==> src/rtl/div_writeback_unit.sv <==
// Divider result writeback: buffers 64-bit results in an in-order FIFO and drains them into the
// 32-bit register-file write port, with N/Z flag strobes. Optional forwarding lookup: DIV_WB_FORWARD_EN.
module div_writeback_unit #(
    parameter int DEPTH    = 4,
    parameter bit WRITE_HI = 1'b1
) (
    input  logic        CLK,
    input  logic        RST,
    input  logic        DIV_S,
    input  logic        DIV_WB,
    input  logic [63:0] DIV_Result,
    input  logic [3:0]  DIV_Address,
    input  logic        RF_GNT,
    output logic        RF_WE,
    output logic [3:0]  RF_WADDR,
    output logic [31:0] RF_WDATA,
    output logic        FLAG_WE,
    output logic        FLAG_N,
    output logic        FLAG_Z,
    output logic        DIV_STALL,
    output logic        OVERFLOW
`ifdef DIV_WB_FORWARD_EN
    ,
    input  logic [3:0]  FWD_ADDR,
    output logic        FWD_HIT,
    output logic [31:0] FWD_DATA
`endif
);

    localparam int AW = $clog2(DEPTH);
    localparam int CW = AW + 1;
    localparam logic [AW-1:0] PTR_ONE   = AW'(1);
    localparam logic [CW-1:0] CNT_ONE   = CW'(1);
    localparam logic [CW-1:0] CNT_FULL  = CW'(DEPTH);
    localparam logic [CW-1:0] CNT_STALL = CW'(DEPTH - 2);

    typedef struct packed {
        logic        s;
        logic        wb;
        logic [63:0] result;
        logic [3:0]  rd;
    } entry_t;

    // IDLE: waiting for an entry | LO: low half requested | HI: high half requested | FLG: flags-only entry
    typedef enum logic [1:0] {IDLE, LO, HI, FLG} state_t;

    state_t          state_q, state_d;
    entry_t          mem_q [DEPTH];
    entry_t          mem_d [DEPTH];
    logic [AW-1:0]   rd_ptr_q, rd_ptr_d;
    logic [AW-1:0]   wr_ptr_q, wr_ptr_d;
    logic [CW-1:0]   count_q, count_d;
    logic            flag_we_q, flag_we_d;
    logic            flag_n_q, flag_n_d;
    logic            flag_z_q, flag_z_d;
    logic            overflow_q, overflow_d;

    entry_t          head;
    logic            next_wb;
    logic            pop;
    logic            push;
    logic            in_valid;
    logic            flag_set;

    always_comb begin
        head      = mem_q[rd_ptr_q];
        next_wb   = mem_q[rd_ptr_q + PTR_ONE].wb;
        state_d   = state_q;
        pop       = 1'b0;
        flag_set  = 1'b0;
        RF_WE     = 1'b0;
        RF_WADDR  = 4'd0;
        RF_WDATA  = 32'd0;

        case (state_q)
            IDLE: begin
                if (count_q != '0) state_d = head.wb ? LO : FLG;
            end
            LO: begin
                RF_WE    = 1'b1;
                RF_WADDR = head.rd;
                RF_WDATA = head.result[31:0];
                if (RF_GNT) begin
                    flag_set = head.s;
                    if (WRITE_HI) state_d = HI;
                    else          pop     = 1'b1;
                end
            end
            HI: begin
                RF_WE    = 1'b1;
                RF_WADDR = head.rd + 4'd1;
                RF_WDATA = head.result[63:32];
                if (RF_GNT) pop = 1'b1;
            end
            FLG: begin
                pop      = 1'b1;
                flag_set = head.s;
            end
            default: state_d = IDLE;
        endcase

        // Chain straight into the following entry without an IDLE bubble
        if (pop) begin
            if (count_q > CNT_ONE) state_d = next_wb ? LO : FLG;
            else                   state_d = IDLE;
        end

        in_valid   = DIV_WB | DIV_S;
        push       = in_valid && ((count_q != CNT_FULL) || pop);
        overflow_d = overflow_q | (in_valid & ~push);

        mem_d = mem_q;
        if (push) mem_d[wr_ptr_q] = '{s: DIV_S, wb: DIV_WB, result: DIV_Result, rd: DIV_Address};

        wr_ptr_d = push ? wr_ptr_q + PTR_ONE : wr_ptr_q;
        rd_ptr_d = pop  ? rd_ptr_q + PTR_ONE : rd_ptr_q;

        case ({push, pop})
            2'b10:   count_d = count_q + CNT_ONE;
            2'b01:   count_d = count_q - CNT_ONE;
            default: count_d = count_q;
        endcase

        flag_we_d = flag_set;
        flag_n_d  = flag_n_q;
        flag_z_d  = flag_z_q;
        if (flag_set) begin
            flag_n_d = WRITE_HI ? head.result[63] : head.result[31];
            flag_z_d = WRITE_HI ? (head.result == 64'd0) : (head.result[31:0] == 32'd0);
        end
    end

    always_ff @(posedge CLK) begin
        if (RST) begin
            state_q    <= IDLE;
            mem_q      <= '{default: '0};
            rd_ptr_q   <= '0;
            wr_ptr_q   <= '0;
            count_q    <= '0;
            flag_we_q  <= 1'b0;
            flag_n_q   <= 1'b0;
            flag_z_q   <= 1'b0;
            overflow_q <= 1'b0;
        end else begin
            state_q    <= state_d;
            mem_q      <= mem_d;
            rd_ptr_q   <= rd_ptr_d;
            wr_ptr_q   <= wr_ptr_d;
            count_q    <= count_d;
            flag_we_q  <= flag_we_d;
            flag_n_q   <= flag_n_d;
            flag_z_q   <= flag_z_d;
            overflow_q <= overflow_d;
        end
    end

    // Registered count already accounts for the two divider stages still in flight
    assign DIV_STALL = (count_q >= CNT_STALL);
    assign FLAG_WE   = flag_we_q;
    assign FLAG_N    = flag_n_q;
    assign FLAG_Z    = flag_z_q;
    assign OVERFLOW  = overflow_q;

`ifdef DIV_WB_FORWARD_EN
    entry_t        fwd_e;
    logic [AW-1:0] fwd_idx;

    // Scan oldest to youngest so later matches override earlier ones
    always_comb begin
        FWD_HIT  = 1'b0;
        FWD_DATA = 32'd0;
        fwd_e    = '0;
        fwd_idx  = '0;
        for (int i = 0; i < DEPTH; i++) begin
            fwd_idx = rd_ptr_q + AW'(i);
            fwd_e   = mem_q[fwd_idx];
            if ((CW'(i) < count_q) && fwd_e.wb) begin
                if (!(i == 0 && state_q == HI) && (fwd_e.rd == FWD_ADDR)) begin
                    FWD_HIT  = 1'b1;
                    FWD_DATA = fwd_e.result[31:0];
                end
                if (WRITE_HI && ((fwd_e.rd + 4'd1) == FWD_ADDR)) begin
                    FWD_HIT  = 1'b1;
                    FWD_DATA = fwd_e.result[63:32];
                end
            end
        end
    end
`endif

endmodule

==> config.mk <==
export PLATFORM = sky130hd
export DESIGN_NAME = div_writeback_unit
export DESIGN_NICKNAME = d
export VERILOG_FILES = /design/src/rtl/div_writeback_unit.sv
export SDC_FILE = /design/constraint.sdc
export NUM_CORES = 1
export LEC_CHECK = 0
export BUFFER_PORTS_ARGS = -buffer_cell sky130_fd_sc_hd__buf_4
export CORE_MARGIN = 2
export CORE_UTILIZATION = 28
export DETAILED_ROUTE_END_ITERATION = 8
export PLACE_DENSITY_LB_ADDON = 0.08
export SLEW_MARGIN = 10
export SYNTH_ARGS = -nofsm -noshare
export SYNTH_HDL_FRONTEND = slang
export SYNTH_SLANG_ARGS = --single-unit
==> constraint.sdc <==
create_clock -name CLK -period 2.4 [get_ports CLK]
set_clock_uncertainty 0.1 [all_clocks]
set_input_delay 0 -clock CLK [delete_from_list [all_inputs] [get_ports CLK]]
set_output_delay 0 -clock CLK [all_outputs]
set_load 0.05 [all_outputs]
# Yosys cells after proc, flatten, opt, wreduce, memory -nomap -nowiden
# Index checks and enable logic that the tools add are counted.
# Widths: inputs -> output; s select.
dict set report op_classes {
  addsub 5
  magnitude_cmp 6
  n_eq_ne 8
  muxes 24
  bitwise_logic 7
  n_reduce_logical 10
}
# op count
set op_table {}
lappend op_table {{$bmux 70 s2} 2}
lappend op_table {{$bwmux 280} 1}
lappend op_table {{$mux 70} 3}
lappend op_table {{$demux 70 s2} 1}
lappend op_table {{$mux 69} 2}
lappend op_table {{$logic_not 64->1} 1}
lappend op_table {{$pmux 32 s2} 1}
lappend op_table {{$mux 2} 6}
lappend op_table {{$ge 3x3->1 const B} 3}
lappend op_table {{$ne 3x3->1 const B} 3}
lappend op_table {{$not 2->3} 3}
lappend op_table {{$pmux 4 s2} 1}
lappend op_table {{$eq 2x2->1 const B} 3}
lappend op_table {{$pmux 3 s2} 1}
lappend op_table {{$reduce_bool 3->1} 2}
lappend op_table {{$add 2x1->2 const B} 2}
lappend op_table {{$add 4x1->4 const B} 1}
lappend op_table {{$eq 2x1->1 const B} 2}
lappend op_table {{$pmux 1 s2} 2}
lappend op_table {{$pmux 2 s2} 1}
lappend op_table {{$add 3x1->3 const B} 1}
lappend op_table {{$ge 3x2->1 const B} 1}
lappend op_table {{$gt 3x1->1 const B} 1}
lappend op_table {{$lt 3x1->1 const B} 1}
lappend op_table {{other kinds (11)} 15}
dict set report word_totals {
  ff_bits 293
  inputBits 73
  out_inout_bits 42
  elab_cells 84
}

# Logic depth before layout (Yosys ltp)
# Gate-level depths: netlist of the first run.
dict set report logic_depth {
  word_depth 8
  depth_mapped 11
  ltp_nobuf 9
}

# Worst setup path after synthesis of the first run
# Ideal clock, no wire load.
dict set report synth_timing {
  path_type {reg-to-output}
  start {register rd_ptr_q[1]}
  end {output RF_WADDR[2]}
  arrival_ns 2.343
  required_ns 2.300
  path_slack_ns -0.043
  path_stages_with_launch 8
  path_buffers 2
  cell_sequence {dfxtp_1 buf_6 buf_6 mux4_1 ha_1 xor2_1 a22oi_1 nor2b_1}
}
dict set report synth_between {
  elab_chain_cells 6
}
# item line_no
set synth_rtl {}
lappend synth_rtl {{start: declaration} 50} ;# logic [AW-1:0] rd_ptr_q, rd_ptr_d;
lappend synth_rtl {{start signal: assignment} 147} ;# rd_ptr_q <= rd_ptr_d;
lappend synth_rtl {{$not 2->3 (not written as such) *} 66} ;# head = mem_q[rd_ptr_q];
lappend synth_rtl {{$bmux 70 s2 *} 66}
lappend synth_rtl {{$mux 70 (not written as such) * (2 in series)} 66}
lappend synth_rtl {{$add 4x1->4} 91} ;# RF_WADDR = head.rd + 4'd1;
lappend synth_rtl {{$pmux 4 s2 *} 75} ;# case (state_q)
lappend synth_rtl {{end: declaration} 15} ;# output logic [3:0] RF_WADDR,
# Every way passes the cells marked *; elsewhere a longest branch is shown, timed or not. The select of a mux whose other input is x is not followed.

# Worst setup path in the final report of the first run
dict set report layout_timing {
  start {register rd_ptr_q[1]}
  end {output RF_WDATA[18]}
}
dict set report layout_between {
  elab_chain_cells 5
}
# item line_no
set layout_rtl {}
lappend layout_rtl {{$not 2->3 (not written as such)} 66}
lappend layout_rtl {{$bmux 70 s2} 66}
lappend layout_rtl {{$mux 70 (not written as such) (2 in series)} 66}
lappend layout_rtl {{$pmux 32 s2} 75}
lappend layout_rtl {{end: declaration} 16} ;# output logic [31:0] RF_WDATA,
# Every way passes these cells. The select of a mux whose other input is x is not followed.

==> out/qor.yml, run 1 <==
postSynthRegisterBits: 293
status: "finished with violations"
grt_max_degree: 121
cts_inserted_buffers: 35
instances_no_fill: 2315
synth.cell_area_sq_um: 12800
floorplan_core_area_sq_um: 45300
timing.critical_path.fanout_max: 9
max_cap_violations: 0
area_growth_syn_to_layout_pct: 34.3
wire_per_inst_um: 20.7
violated_checks: "negative setup slack"
ff2ff_setup_slack_ns: -0.10
fin_util_pct: 38.0
post_synth_fa_ha_maj_area_fraction_pct: 1.27
grt_pass1_wl_um: 71800
post_synthesis_compound_gate_area_fraction_pct: 13.8
number_of_instances_in_the_synthesized_netlist: 1500
fillerInstances: 4664
clk_pin_slew_worst_paths_ns: 0.06
startpoint_to_endpoint_class_of_the_critical_path: "flop to primary output"
drt-total-wl_um: 48000
dp.final_hpwl_um: 32200
synthMuxAreaShare_pct: 13.4
dp.cells: 2161
clock_tree.htree_level_count: 2
clock_insertion_delay_worst_skew_ns: 0.53
worst_path_max_delay_cell: "sky130_fd_sc_hd__mux4_2"
remaining_drc_errors: 0
synth_cell_type_count: 38
highest_clock_rate_ghz: 0.393
synth.avg_cell_area_sq_um: 8.54
post_synth_xor_area_fraction_pct: 0.410
global_route.usage.total_pct: 20.2
first_global_vias: 10700
worst_path_dominant_cell_family: "buffers and inverters"
yosys_most_used_dff: "sky130_fd_sc_hd__dfxtp_1"
portBuffers: 114
endpoint_kind: "primary output"
design.final.nets: 1780
cp_slowest_stage_delay_ns: 0.57
finalSetupViolCount: 32
viasPerCell: 4.84
cp.buffers_inverters: 4
antenna_cells: 0
finalWeightedCongestion: 0.767
io_pins: 115
worstHoldPathType: "primary input to flop"
worstPathCellList: "buf_12 -> buf_4 -> mux4_2 -> buf_6 -> a22oi_2 -> nor2b_1 -> buf_6"
synth-edff-count: 0
hold_viol_final: 0
final_layout_size_suffix_gt1_share_pct: 22.7
worstSetupStartpointType: "flop"
worstMarginPinSlew_ns: 0.684
yosysWarningCount: 0
placed_area_sq_um: 14700
vias: 11200
die_height_um: 218
powerDensity_nw_per_um2: 976
setup_repair_after_global_routing_missed_its_margin: "true"
synth_top_family_by_area: "simple AND/OR/NAND/NOR gates"
slew-limit-headroom_pct: 54.4
cts_max_path_buffers: 3
min_period_over_period_pct: 106
floorplan.initialDensity_pct: 28.3
total_power_uw: 16800
multi_input_comb_area_sq_um: 6580
dieWidth_um: 218
cts_tree: "done"
final_period_minus_worst_setup_slack_ns: 2.54
grt_overflow: 0
ir_worst_vdd_v: 0.000516
clock_tree.root_cell: "sky130_fd_sc_hd__clkbuf_16"
layout_setup_ws_ns: -0.143
required_ns: 2.30
crit_arrival_ns: 2.44
route.antenna.remaining_nets: 0
synth_sequential_area_ratio_pct: 45.8
synth_simple_gate_area_share_pct: 20.5
clock_sink_count: 293
synthArstFlopShare_pct: 0
core.rowCount: 78
seq_area_sq_um: 5870
die_area_sq_um: 47500
static-leakage-power_uw: 0.00615
layout.cell_area.non_filler_sq_um: 17200
drt-initial-drc-count: 740
dr.pass1.iters: 5
grt_antenna_before_repair: 1
critical-path-top-cell-by-count: "sky130_fd_sc_hd__buf_6"
synth_nets: 1586
final_max_slew_viol_count: 0
timing.setup.tns_ns: -2.51
## cells in the mapped netlist, types with 3 or more instances
cell,number,share of area [%]
sky130_fd_sc_hd__a21oi_1,286,11
sky130_fd_sc_hd__a22oi_1,35,2.1
sky130_fd_sc_hd__and2_1,4,0.20
sky130_fd_sc_hd__buf_1,3,0.088
sky130_fd_sc_hd__buf_2,31,1.2
sky130_fd_sc_hd__buf_6,7,0.62
sky130_fd_sc_hd__clkbuf_1,76,2.2
sky130_fd_sc_hd__clkbuf_8,3,0.32
sky130_fd_sc_hd__dfxtp_1,293,46
sky130_fd_sc_hd__ha_1,13,1.3
sky130_fd_sc_hd__inv_1,11,0.32
sky130_fd_sc_hd__mux4_1,24,4.9
sky130_fd_sc_hd__mux4_2,47,8.3
sky130_fd_sc_hd__nand2_1,570,17
sky130_fd_sc_hd__nand3_1,5,0.20
sky130_fd_sc_hd__nor2_1,13,0.38
sky130_fd_sc_hd__nor2b_1,35,1.7
sky130_fd_sc_hd__nor4_1,15,0.73
sky130_fd_sc_hd__o21ai_0,3,0.12
sky130_fd_sc_hd__xor2_1,4,0.27
## cell families (layout without fill, tap and decap cells)
family	count (synthesis)	count (layout)
compound gates	331	331
mux	74	74
fa+ha+maj	13	13
buf+inv	132	347
xor+xnor	6	6
flops	293	293
simple gates	651	651
## worst min-delay path: stages
cell	delay (ns)
sky130_fd_sc_hd__dlygate4sd3_1	0.53
sky130_fd_sc_hd__buf_4	0.15
sky130_fd_sc_hd__nand2_1	0.05
sky130_fd_sc_hd__a21oi_1	0.05
## area by class of cell
type	count	share of cell area, %
multi-input combinational	1075	38.2
tap	600	4.36
sequential	293	34.1
inverter	11	0.240
clock inverter	5	0.451
timing repair buffer	278	16.4
clock buffer	53	6.25
## layer usage
layer  vias up  track usage (%)  wire length (um)
met1      5400             28.4             22400
li1       5478                -                 -
met3        55             2.89              2090
met4         2             4.92               971
met2       270             32.7             22500
met5         -                0                 9
## where the power goes
| part | total [uW] | internal (uW) | switching (uW) |
|---|---|---|---|
| clock network | 5420 | 3290 | 2130 |
| registers | 5770 | 5400 | 367 |
| logic | 5610 | 2330 | 3280 |
| total | 16800 | 11000 | 5780 |
## cells in the final DEF (no fill, tap or decap), types with 10 or more instances in the layout
| cell type | synthesis | layout |
|---|---|---|
| sky130_fd_sc_hd__clkbuf_8 | 3 | 10 |
| sky130_fd_sc_hd__nor4_1 | 15 | 10 |
| sky130_fd_sc_hd__dlygate4sd3_1 | 0 | 72 |
| sky130_fd_sc_hd__mux4_2 | 47 | 62 |
| sky130_fd_sc_hd__nand2_1 | 570 | 566 |
| sky130_fd_sc_hd__buf_12 | 0 | 26 |
| sky130_fd_sc_hd__a22oi_2 | 0 | 33 |
| sky130_fd_sc_hd__nor2b_2 | 0 | 12 |
| sky130_fd_sc_hd__nor2b_1 | 35 | 21 |
| sky130_fd_sc_hd__a21oi_1 | 286 | 285 |
| sky130_fd_sc_hd__buf_6 | 7 | 51 |
| sky130_fd_sc_hd__ha_1 | 13 | 10 |
| sky130_fd_sc_hd__buf_4 | 0 | 124 |
| sky130_fd_sc_hd__inv_1 | 11 | 11 |
| sky130_fd_sc_hd__nor2_1 | 13 | 13 |
| sky130_fd_sc_hd__dfxtp_1 | 293 | 291 |
| sky130_fd_sc_hd__clkbuf_16 | 0 | 37 |
## timing repair
item                                    4_1_cts  5_1_grt
endpoints found under the setup margin       36       73
cloned                                        0        0
pin swaps                                     6       12
buffers inserted                             16        8
gates resized for setup                      74       61
hold buffers                                 72        0
hold endpoints to repair                    287        0
## path summary, 6_finish.rpt
path                  start  cells after the start            to
min          DIV_Result[38]                      4     mem_q[42]
max reg2reg     rd_ptr_q[1]                      8        FLAG_Z
min reg2reg       mem_q[39]                      2     mem_q[39]
max             rd_ptr_q[1]                      7  RF_WDATA[18]
## sequential cells by signal, summed over array words and instances, names as in the netlist
register / cells
FLAG_Z: 1
rd_ptr_q: 2
wr_ptr_q: 2
FLAG_WE: 1
mem_q: 280
state_q: 2
OVERFLOW: 1
FLAG_N: 1
count_q: 3
## through the flow
stage	setup WS (ns)	hold slack [ns]
3_3_place_gp	-0.0945	0.177
6_report	-0.143	0.189
5_1_grt	-0.248	0.171
2_1_floorplan	0.0169	0.0360
4_1_cts	-0.225	0.156
3_5_place_dp	-0.110	0.180
No activity file was read; power rests on OpenSTA's default activity.
==> run 2, diff against run 1 <==
--- a/config.mk
+++ b/config.mk
@@ -5,12 +5,13 @@
 export SDC_FILE = /design/constraint.sdc
 export NUM_CORES = 1
 export LEC_CHECK = 0
+export ABC_AREA = 1
 export BUFFER_PORTS_ARGS = -buffer_cell sky130_fd_sc_hd__buf_4
 export CORE_MARGIN = 2
 export CORE_UTILIZATION = 28
 export DETAILED_ROUTE_END_ITERATION = 8
 export PLACE_DENSITY_LB_ADDON = 0.08
-export SLEW_MARGIN = 10
+export SLEW_MARGIN = 20
 export SYNTH_ARGS = -nofsm -noshare
 export SYNTH_HDL_FRONTEND = slang
 export SYNTH_SLANG_ARGS = --single-unit
==> out/qor.yml, run 2 <==
status: "finished with violations"  # unchanged
violated_checks: "negative setup slack"  # unchanged
final_layout_size_suffix_gt1_share_pct: 18.3  # was 22.7%
cts_inserted_buffers: 37  # was 35
dp.cells: 2612  # was 2,161
reg2reg_from: "state_q[0]"  # was rd_ptr_q[1]
hold_viol_final: 0  # unchanged
largestRegisters: "mem_q x280, count_q x3"  # unchanged
min_period_over_period_pct: 102  # was 106%
cts_max_path_buffers: 3  # unchanged
yosysMostFrequentCell: "sky130_fd_sc_hd__nand2_1"  # unchanged
synth_nets: 2069  # was 1,586
multi_input_comb_area_sq_um: 7040  # was 6580 sq um
max_flop_register: "mem_q"  # unchanged
floorplan.initialDensity_pct: 28.2  # was 28.3%
die_height_um: 223  # was 218 um
grt_pass1_wl_um: 80900  # was 71,800 um
timing.setup.tns_ns: -0.0424  # was -2.51 ns
ys_top_cells_by_area: "sky130_fd_sc_hd__dfxtp_1, sky130_fd_sc_hd__nand2_1, sky130_fd_sc_hd__a21oi_1, sky130_fd_sc_hd__nand3_1, sky130_fd_sc_hd__o21ai_0"  # was sky130_fd_sc_hd__dfxtp_1, sky130_fd_sc_hd__nand2_1, sky130_fd_sc_hd__a21oi_1, sky130_fd_sc_hd__mux4_2, sky130_fd_sc_hd__mux4_1
required_ns: 2.30  # about the same
clock_insertion_delay_worst_skew_ns: 0.56  # was 0.53 ns
timing.hold.worst.start: "DIV_Result[12]"  # was DIV_Result[38]
worstMarginPinSlew_ns: 0.605  # was 0.684 ns
synth_cell_type_count: 29  # was 38
grt_max_degree: 110  # was 121
antenna_cells: 0  # unchanged
design.final.nets: 2233  # was 1,780
seq_area_sq_um: 5880  # was 5870 sq um
netlist_top_cells_count: "sky130_fd_sc_hd__nand2_1, sky130_fd_sc_hd__a21oi_1, sky130_fd_sc_hd__dfxtp_1, sky130_fd_sc_hd__nand3_1"  # was sky130_fd_sc_hd__nand2_1, sky130_fd_sc_hd__dfxtp_1, sky130_fd_sc_hd__a21oi_1, sky130_fd_sc_hd__clkbuf_1, sky130_fd_sc_hd__mux4_2
layout_setup_ws_ns: -0.0424  # was -0.143 ns
static-leakage-power_uw: 0.00672  # was 0.00615 uW
grt_overflow: 0  # unchanged
instances_no_fill: 2787  # was 2,315
vias: 13500  # was 11,200
dp.final_hpwl_um: 32100  # was 32,200 um
powerDensity_nw_per_um2: 1030  # was 976 nW/um^2
yosys_most_used_dff: "sky130_fd_sc_hd__dfxtp_1"  # unchanged
yosysTopAreaCell: "sky130_fd_sc_hd__dfxtp_1"  # unchanged
fillerInstances: 5083  # was 4,664
timing.critical_path.fanout_max: 6  # was 9
portBuffers: 114  # unchanged
cp_slowest_stage_delay_ns: 0.46  # was 0.57 ns
postSynthRegisterBits: 293  # unchanged
fin_util_pct: 38.2  # was 38.0%
first_global_vias: 12700  # was 10,700
critical-path-top-cell-by-count: "sky130_fd_sc_hd__buf_12"  # was sky130_fd_sc_hd__buf_6
finalSetupViolCount: 1  # was 32
max_cap_violations: 0  # unchanged
wire_per_inst_um: 19.8  # was 20.7 um
number_of_instances_in_the_synthesized_netlist: 1983  # was 1,500
floorplan_core_area_sq_um: 47400  # was 45,300 sq um
viasPerCell: 4.84  # about the same
area_growth_syn_to_layout_pct: 35.3  # was 34.3%
dieWidth_um: 223  # was 218 um
yosysWarningCount: 0  # unchanged
worst_path_dominant_cell_family: "buffers and inverters"  # unchanged
crit_arrival_ns: 2.34  # was 2.44 ns
slew-limit-headroom_pct: 59.6  # was 54.4%
synth_largest_type_area_fraction_pct: 43.8  # was 45.8%
worst_path_max_delay_cell: "sky130_fd_sc_hd__dfxtp_4"  # was sky130_fd_sc_hd__mux4_2
layout_commonest_cell: "sky130_fd_sc_hd__nand2_1"  # unchanged
layout.cells.most_common_list: "sky130_fd_sc_hd__nand2_1, sky130_fd_sc_hd__a21oi_1, sky130_fd_sc_hd__dfxtp_1"  # was sky130_fd_sc_hd__nand2_1, sky130_fd_sc_hd__dfxtp_1, sky130_fd_sc_hd__a21oi_1
remaining_drc_errors: 0  # unchanged
cp-startpoint: "rd_ptr_q[0]"  # was rd_ptr_q[1]
final_max_slew_viol_count: 0  # unchanged
grt_antenna_before_repair: 0  # was 1
setup_repair_after_global_routing_missed_its_margin: "true"  # unchanged
synthArstFlopShare_pct: 0  # unchanged
startpoint_to_endpoint_class_of_the_critical_path: "flop to primary output"  # unchanged
synth.cell_area_sq_um: 13400  # was 12,800 sq um
clock_tree.root_cell: "sky130_fd_sc_hd__clkbuf_16"  # unchanged
finalWeightedCongestion: 0.771  # was 0.767
highest_clock_rate_ghz: 0.409  # was 0.393 GHz
global_route.usage.total_pct: 21.5  # was 20.2%
cp.buffers_inverters: 4  # unchanged
core.rowCount: 80  # was 78
drt-total-wl_um: 55000  # was 48,000 um
drt-initial-drc-count: 982  # was 740
clock_tree.htree_level_count: 2  # unchanged
synth-edff-count: 0  # unchanged
worstPathCellList: "buf_12 -> buf_12 -> o21ai_1 -> nand2_2 -> inv_1 -> ha_4 -> o21ai_2 -> nand3_1 -> a21oi_2 -> buf_6"  # was buf_12 -> buf_4 -> mux4_2 -> buf_6 -> a22oi_2 -> nor2b_1 -> buf_6
endpoint_kind: "primary output"  # unchanged
clk_pin_slew_worst_paths_ns: 0.05  # was 0.06 ns
place_worst_setup_slack_ns: 0.173  # was -0.110 ns
synth_sequential_area_ratio_pct: 43.8  # was 45.8%
dr.pass1.iters: 5  # unchanged
worstSetupStartpointType: "flop"  # unchanged
synth.avg_cell_area_sq_um: 6.75  # was 8.54 sq um
cts_tree: "done"  # unchanged
ir_worst_vdd_v: 0.000450  # was 0.000516 V
die_area_sq_um: 49600  # was 47,500 sq um
clock_sink_count: 293  # unchanged
worstHoldPathType: "primary input to flop"  # unchanged
final_period_minus_worst_setup_slack_ns: 2.44  # was 2.54 ns
io_pins: 115  # unchanged
flip_flop_count_of_the_largest_register_after_layout: 280  # unchanged
route.antenna.remaining_nets: 0  # unchanged
run 2: cell families after synthesis:
logic type | synth area share [%]
buffers and inverters | 8.31
XOR/XNOR | 0.0655
AO/OA/AOI/OAI | 17.4
flip-flops | 43.8
adder cells (fa/ha/maj) | 1.22
AND/OR/NAND/NOR | 29.2
run 2: cell type report:
type                       count  share of cell area (%)
timing repair buffer         268                    16.1
sequential                   293                    32.5
inverter                      94                    2.04
clock inverter                 5                   0.339
multi-input combinational   1453                    38.9
tap                          615                    4.25
clock buffer                  59                    5.96
run 2: stage by stage:
stage / power, uW / hold WS [ns] / area (sq um)
after floorplan: 9380 / 0.0427 / 13400
after global placement: 11500 / 0.186 / 14800
after detailed placement: 11600 / 0.194 / 14800
after CTS: 18000 / 0.150 / 17400
after global routing: 19600 / 0.182 / 18100
final: 18700 / 0.178 / 18100
run 2: timing repair:
action                                  in CTS  in global routing
gates resized for setup                    124                138
buffers inserted                             6                 24
endpoints found under the setup margin      35                 33
pin swaps                                    8                 39
gates cloned                                 7                  5
hold buffers                                73                  0
hold endpoints to repair                   290                  0
run 2: where the power goes:
group | internal [uW] | leakage [uW] | switching, uW
clock | 3180 | 0.000556 | 2210
sequential | 5430 | 0.00239 | 291
combinational | 2640 | 0.00377 | 4910
run 2: worst paths after layout:
path / endpoint / slack, ns / cells after the start
setup / recovery: RF_WADDR[2] / -0.04 / 10
hold / removal: mem_q[226] / 0.18 / 4
setup reg to reg: mem_q[209] / 0.20 / 12
hold reg to reg: mem_q[248] / 0.35 / 2
run 2: worst reg2reg max path, delay by kind of cell (launching register included):
family          cells  cell delay [ns]
compound gates      3             0.47
fa+ha+maj           1             0.18
buf+inv             5             0.61
flops               1             0.37
simple gates        3             0.34
run 2: routing by layer:
layer / GRT usage [%] / vias to the layer above / routed length (um)
li1: - / 6738 / -
met1: 29.5 / 6380 / 25700
met2: 33.9 / 311 / 25200
met3: 3.15 / 72 / 2440
met4: 8.62 / 0 / 1740
met5: 0 / - / 0
==> run 3, diff against run 2 <==
--- a/config.mk
+++ b/config.mk
@@ -9,8 +9,9 @@
 export BUFFER_PORTS_ARGS = -buffer_cell sky130_fd_sc_hd__buf_4
 export CORE_MARGIN = 2
 export CORE_UTILIZATION = 28
+export CTS_BUF_LIST = sky130_fd_sc_hd__clkbuf_16
 export DETAILED_ROUTE_END_ITERATION = 8
-export PLACE_DENSITY_LB_ADDON = 0.08
+export PLACE_DENSITY = 0.44
 export SLEW_MARGIN = 20
 export SYNTH_ARGS = -nofsm -noshare
 export SYNTH_HDL_FRONTEND = slang
==> out/qor.yml, run 3 (synthesis gave the netlist of run 2 again) <==
status: "finished with violations"  # unchanged
violated_checks: "negative setup slack"  # unchanged
die_area_sq_um: 49600  # unchanged
seq_area_sq_um: 5880  # about the same
p_switching_uw: 7190  # was 7420 uW
multi_input_comb_area_sq_um: 6930  # was 7040 sq um
worstPathCellList: "buf_16 -> buf_12 -> buf_6 -> a21oi_2 -> o21ai_2 -> nand2_2 -> o22ai_4 -> inv_2 -> nor2_2 -> buf_6"  # was buf_12 -> buf_12 -> o21ai_1 -> nand2_2 -> inv_1 -> ha_4 -> o21ai_2 -> nand3_1 -> a21oi_2 -> buf_6
worstSetupStartpointType: "flop"  # unchanged
highest_clock_rate_ghz: 0.414  # was 0.409 GHz
grt_max_degree: 142  # was 110
startpoint_to_endpoint_class_of_the_critical_path: "flop to primary output"  # unchanged
remaining_drc_errors: 0  # unchanged
ir_worst_vdd_v: 0.000572  # was 0.000450 V
clock_insertion_delay_worst_skew_ns: 0.54  # was 0.56 ns
clock_tree.htree_level_count: 2  # unchanged
required_ns: 2.30  # about the same
critical-path-top-cell-by-count: "sky130_fd_sc_hd__buf_6"  # was sky130_fd_sc_hd__buf_12
first_global_vias: 12500  # was 12,700
final_layout_size_suffix_gt1_share_pct: 16.6  # was 18.3%
grt_overflow: 0  # unchanged
finalSetupViolCount: 1  # unchanged
cts_max_path_buffers: 3  # unchanged
grt_antenna_before_repair: 0  # unchanged
setup_repair_after_global_routing_missed_its_margin: "true"  # unchanged
static-leakage-power_uw: 0.00670  # was 0.00672 uW
p_int_uw: 10900  # was 11,200 uW
design.final.nets: 2220  # was 2,233
layout.cells.most_common_list: "sky130_fd_sc_hd__nand2_1, sky130_fd_sc_hd__a21oi_1, sky130_fd_sc_hd__dfxtp_1"  # unchanged
io_pins: 115  # unchanged
dr.pass1.iters: 5  # unchanged
die_height_um: 223  # unchanged
slew-limit-headroom_pct: 42.8  # was 59.6%
core.rowCount: 80  # unchanged
finalWeightedCongestion: 0.819  # was 0.771
largestRegisters: "mem_q x280, count_q x3"  # unchanged
timing.critical_path.fanout_max: 8  # was 6
combinationalPowerShare_pct: 40.5  # was 40.4%
wire_per_inst_um: 19.8  # about the same
drt-total-wl_um: 54900  # was 55,000 um
dieWidth_um: 223  # unchanged
power.sequential.fraction_pct: 31.7  # was 30.7%
layout_setup_ws_ns: -0.0161  # was -0.0424 ns
drt-initial-drc-count: 974  # was 982
crit_arrival_ns: 2.32  # was 2.34 ns
final_period_minus_worst_setup_slack_ns: 2.42  # was 2.44 ns
cts_inserted_buffers: 36  # was 37
layout_commonest_cell: "sky130_fd_sc_hd__nand2_1"  # unchanged
vias: 13600  # was 13,500
portBuffers: 114  # unchanged
clock_tree.root_cell: "sky130_fd_sc_hd__clkbuf_16"  # unchanged
cp_slowest_stage_delay_ns: 0.46  # about the same
max_cap_violations: 0  # unchanged
fillerInstances: 5101  # was 5,083
power.share.switching_pct: 39.8  # was 39.7%
clk_pin_slew_worst_paths_ns: 0.06  # was 0.05 ns
clock_sink_count: 293  # unchanged
powerDensity_nw_per_um2: 1010  # was 1030 nW/um^2
viasPerCell: 4.90  # was 4.84
endpoint_kind: "primary output"  # unchanged
worstMarginPinSlew_ns: 0.859  # was 0.605 ns
hold_viol_final: 0  # unchanged
grt_pass1_wl_um: 81000  # was 80,900 um
min_period_over_period_pct: 101  # was 102%
global_route.usage.total_pct: 21.6  # was 21.5%
floorplan_core_area_sq_um: 47400  # unchanged
dp.final_hpwl_um: 31200  # was 32,100 um
worst_path_max_delay_cell: "sky130_fd_sc_hd__dfxtp_4"  # unchanged
max_flop_register: "mem_q"  # unchanged
placed_area_sq_um: 14800  # about the same
worstHoldPathType: "primary input to flop"  # unchanged
final_max_slew_viol_count: 0  # unchanged
flip_flop_count_of_the_largest_register_after_layout: 280  # unchanged
antenna_cells: 0  # unchanged
layout.cell_area.non_filler_sq_um: 17900  # was 18,100 sq um
area_growth_syn_to_layout_pct: 34.0  # was 35.3%
timing.setup.tns_ns: -0.0161  # was -0.0424 ns
cts_tree: "done"  # unchanged
route.antenna.remaining_nets: 0  # unchanged
clock_power_share_pct: 27.7  # was 28.9%
floorplan.initialDensity_pct: 28.2  # unchanged
-- run 3: worst paths after layout --
kind / from / endpoint / slack (ns) / cells past startpoint
min reg2reg: mem_q[213] / mem_q[213] / 0.35 / 2
min: DIV_Result[22] / mem_q[26] / 0.19 / 4
max reg2reg: rd_ptr_q[0] / FLAG_Z / 0.25 / 11
max: rd_ptr_q[0] / RF_WDATA[5] / -0.02 / 10
-- run 3: final cells by class --
type	count	share of cell area [%]
multi-input combinational	1453	38.6
sequential	293	32.8
timing repair buffer	256	16.4
clock buffer	37	5.16
tap	615	4.29
inverter	94	2.08
clock inverter	23	0.670
-- run 3: critical path: cells and delay by family (launching register included) --
| kind | cells | cell delay [ns] |
|---|---|---|
| buffers and inverters | 5 | 0.68 |
| DFF | 1 | 0.46 |
| AOI/OAI and AO/OA | 3 | 0.36 |
| and+or+nand+nor | 2 | 0.27 |
-- run 3: power by group through the flow --
stage | Combinational [uW] | Sequential [uW] | Clock [uW]
global placement | 5640 | 5780 | 0
CTS | 6900 | 5710 | 5120
detailed placement | 5680 | 5790 | 0
floorplan | 3640 | 5740 | 0
finish | 7310 | 5730 | 5010
global route | 7860 | 5790 | 5340
-- run 3: timing repair --
action                                 CTS  global route
setup endpoints to repair               34            34
gates cloned                            12             5
pin swaps                               20            30
hold buffers                            72             0
endpoints found under the hold margin  289             0
buffers inserted                        13             5
resized for setup                      134            81
-- run 3: per-layer routing --
metal  part of all wire [%]  vias up  track usage [%]  wire, um
met4                    2.9        0             7.17      1580
met5                      0        -                0         0
li1                       -     6715                -         -
met3                    5.9       76             3.97      3240
met2                     45      400             33.9     24900
met1                     46     6388             29.7     25200
-- run 3: metrics by stage --
stage                     util [%]  setup WS, ns  hold WS, ns  instances  power, uW
after floorplan                  -        0.0365       0.0427       1983       9380
after CTS                     37.0       -0.0330        0.172       2764      17700
after global placement        31.2         0.177        0.187       2607      11400
final                         37.8       -0.0161        0.192       2771      18000
after detailed placement      31.2         0.188        0.192       2607      11500
after global routing          37.8       -0.0574        0.198       2771      19000
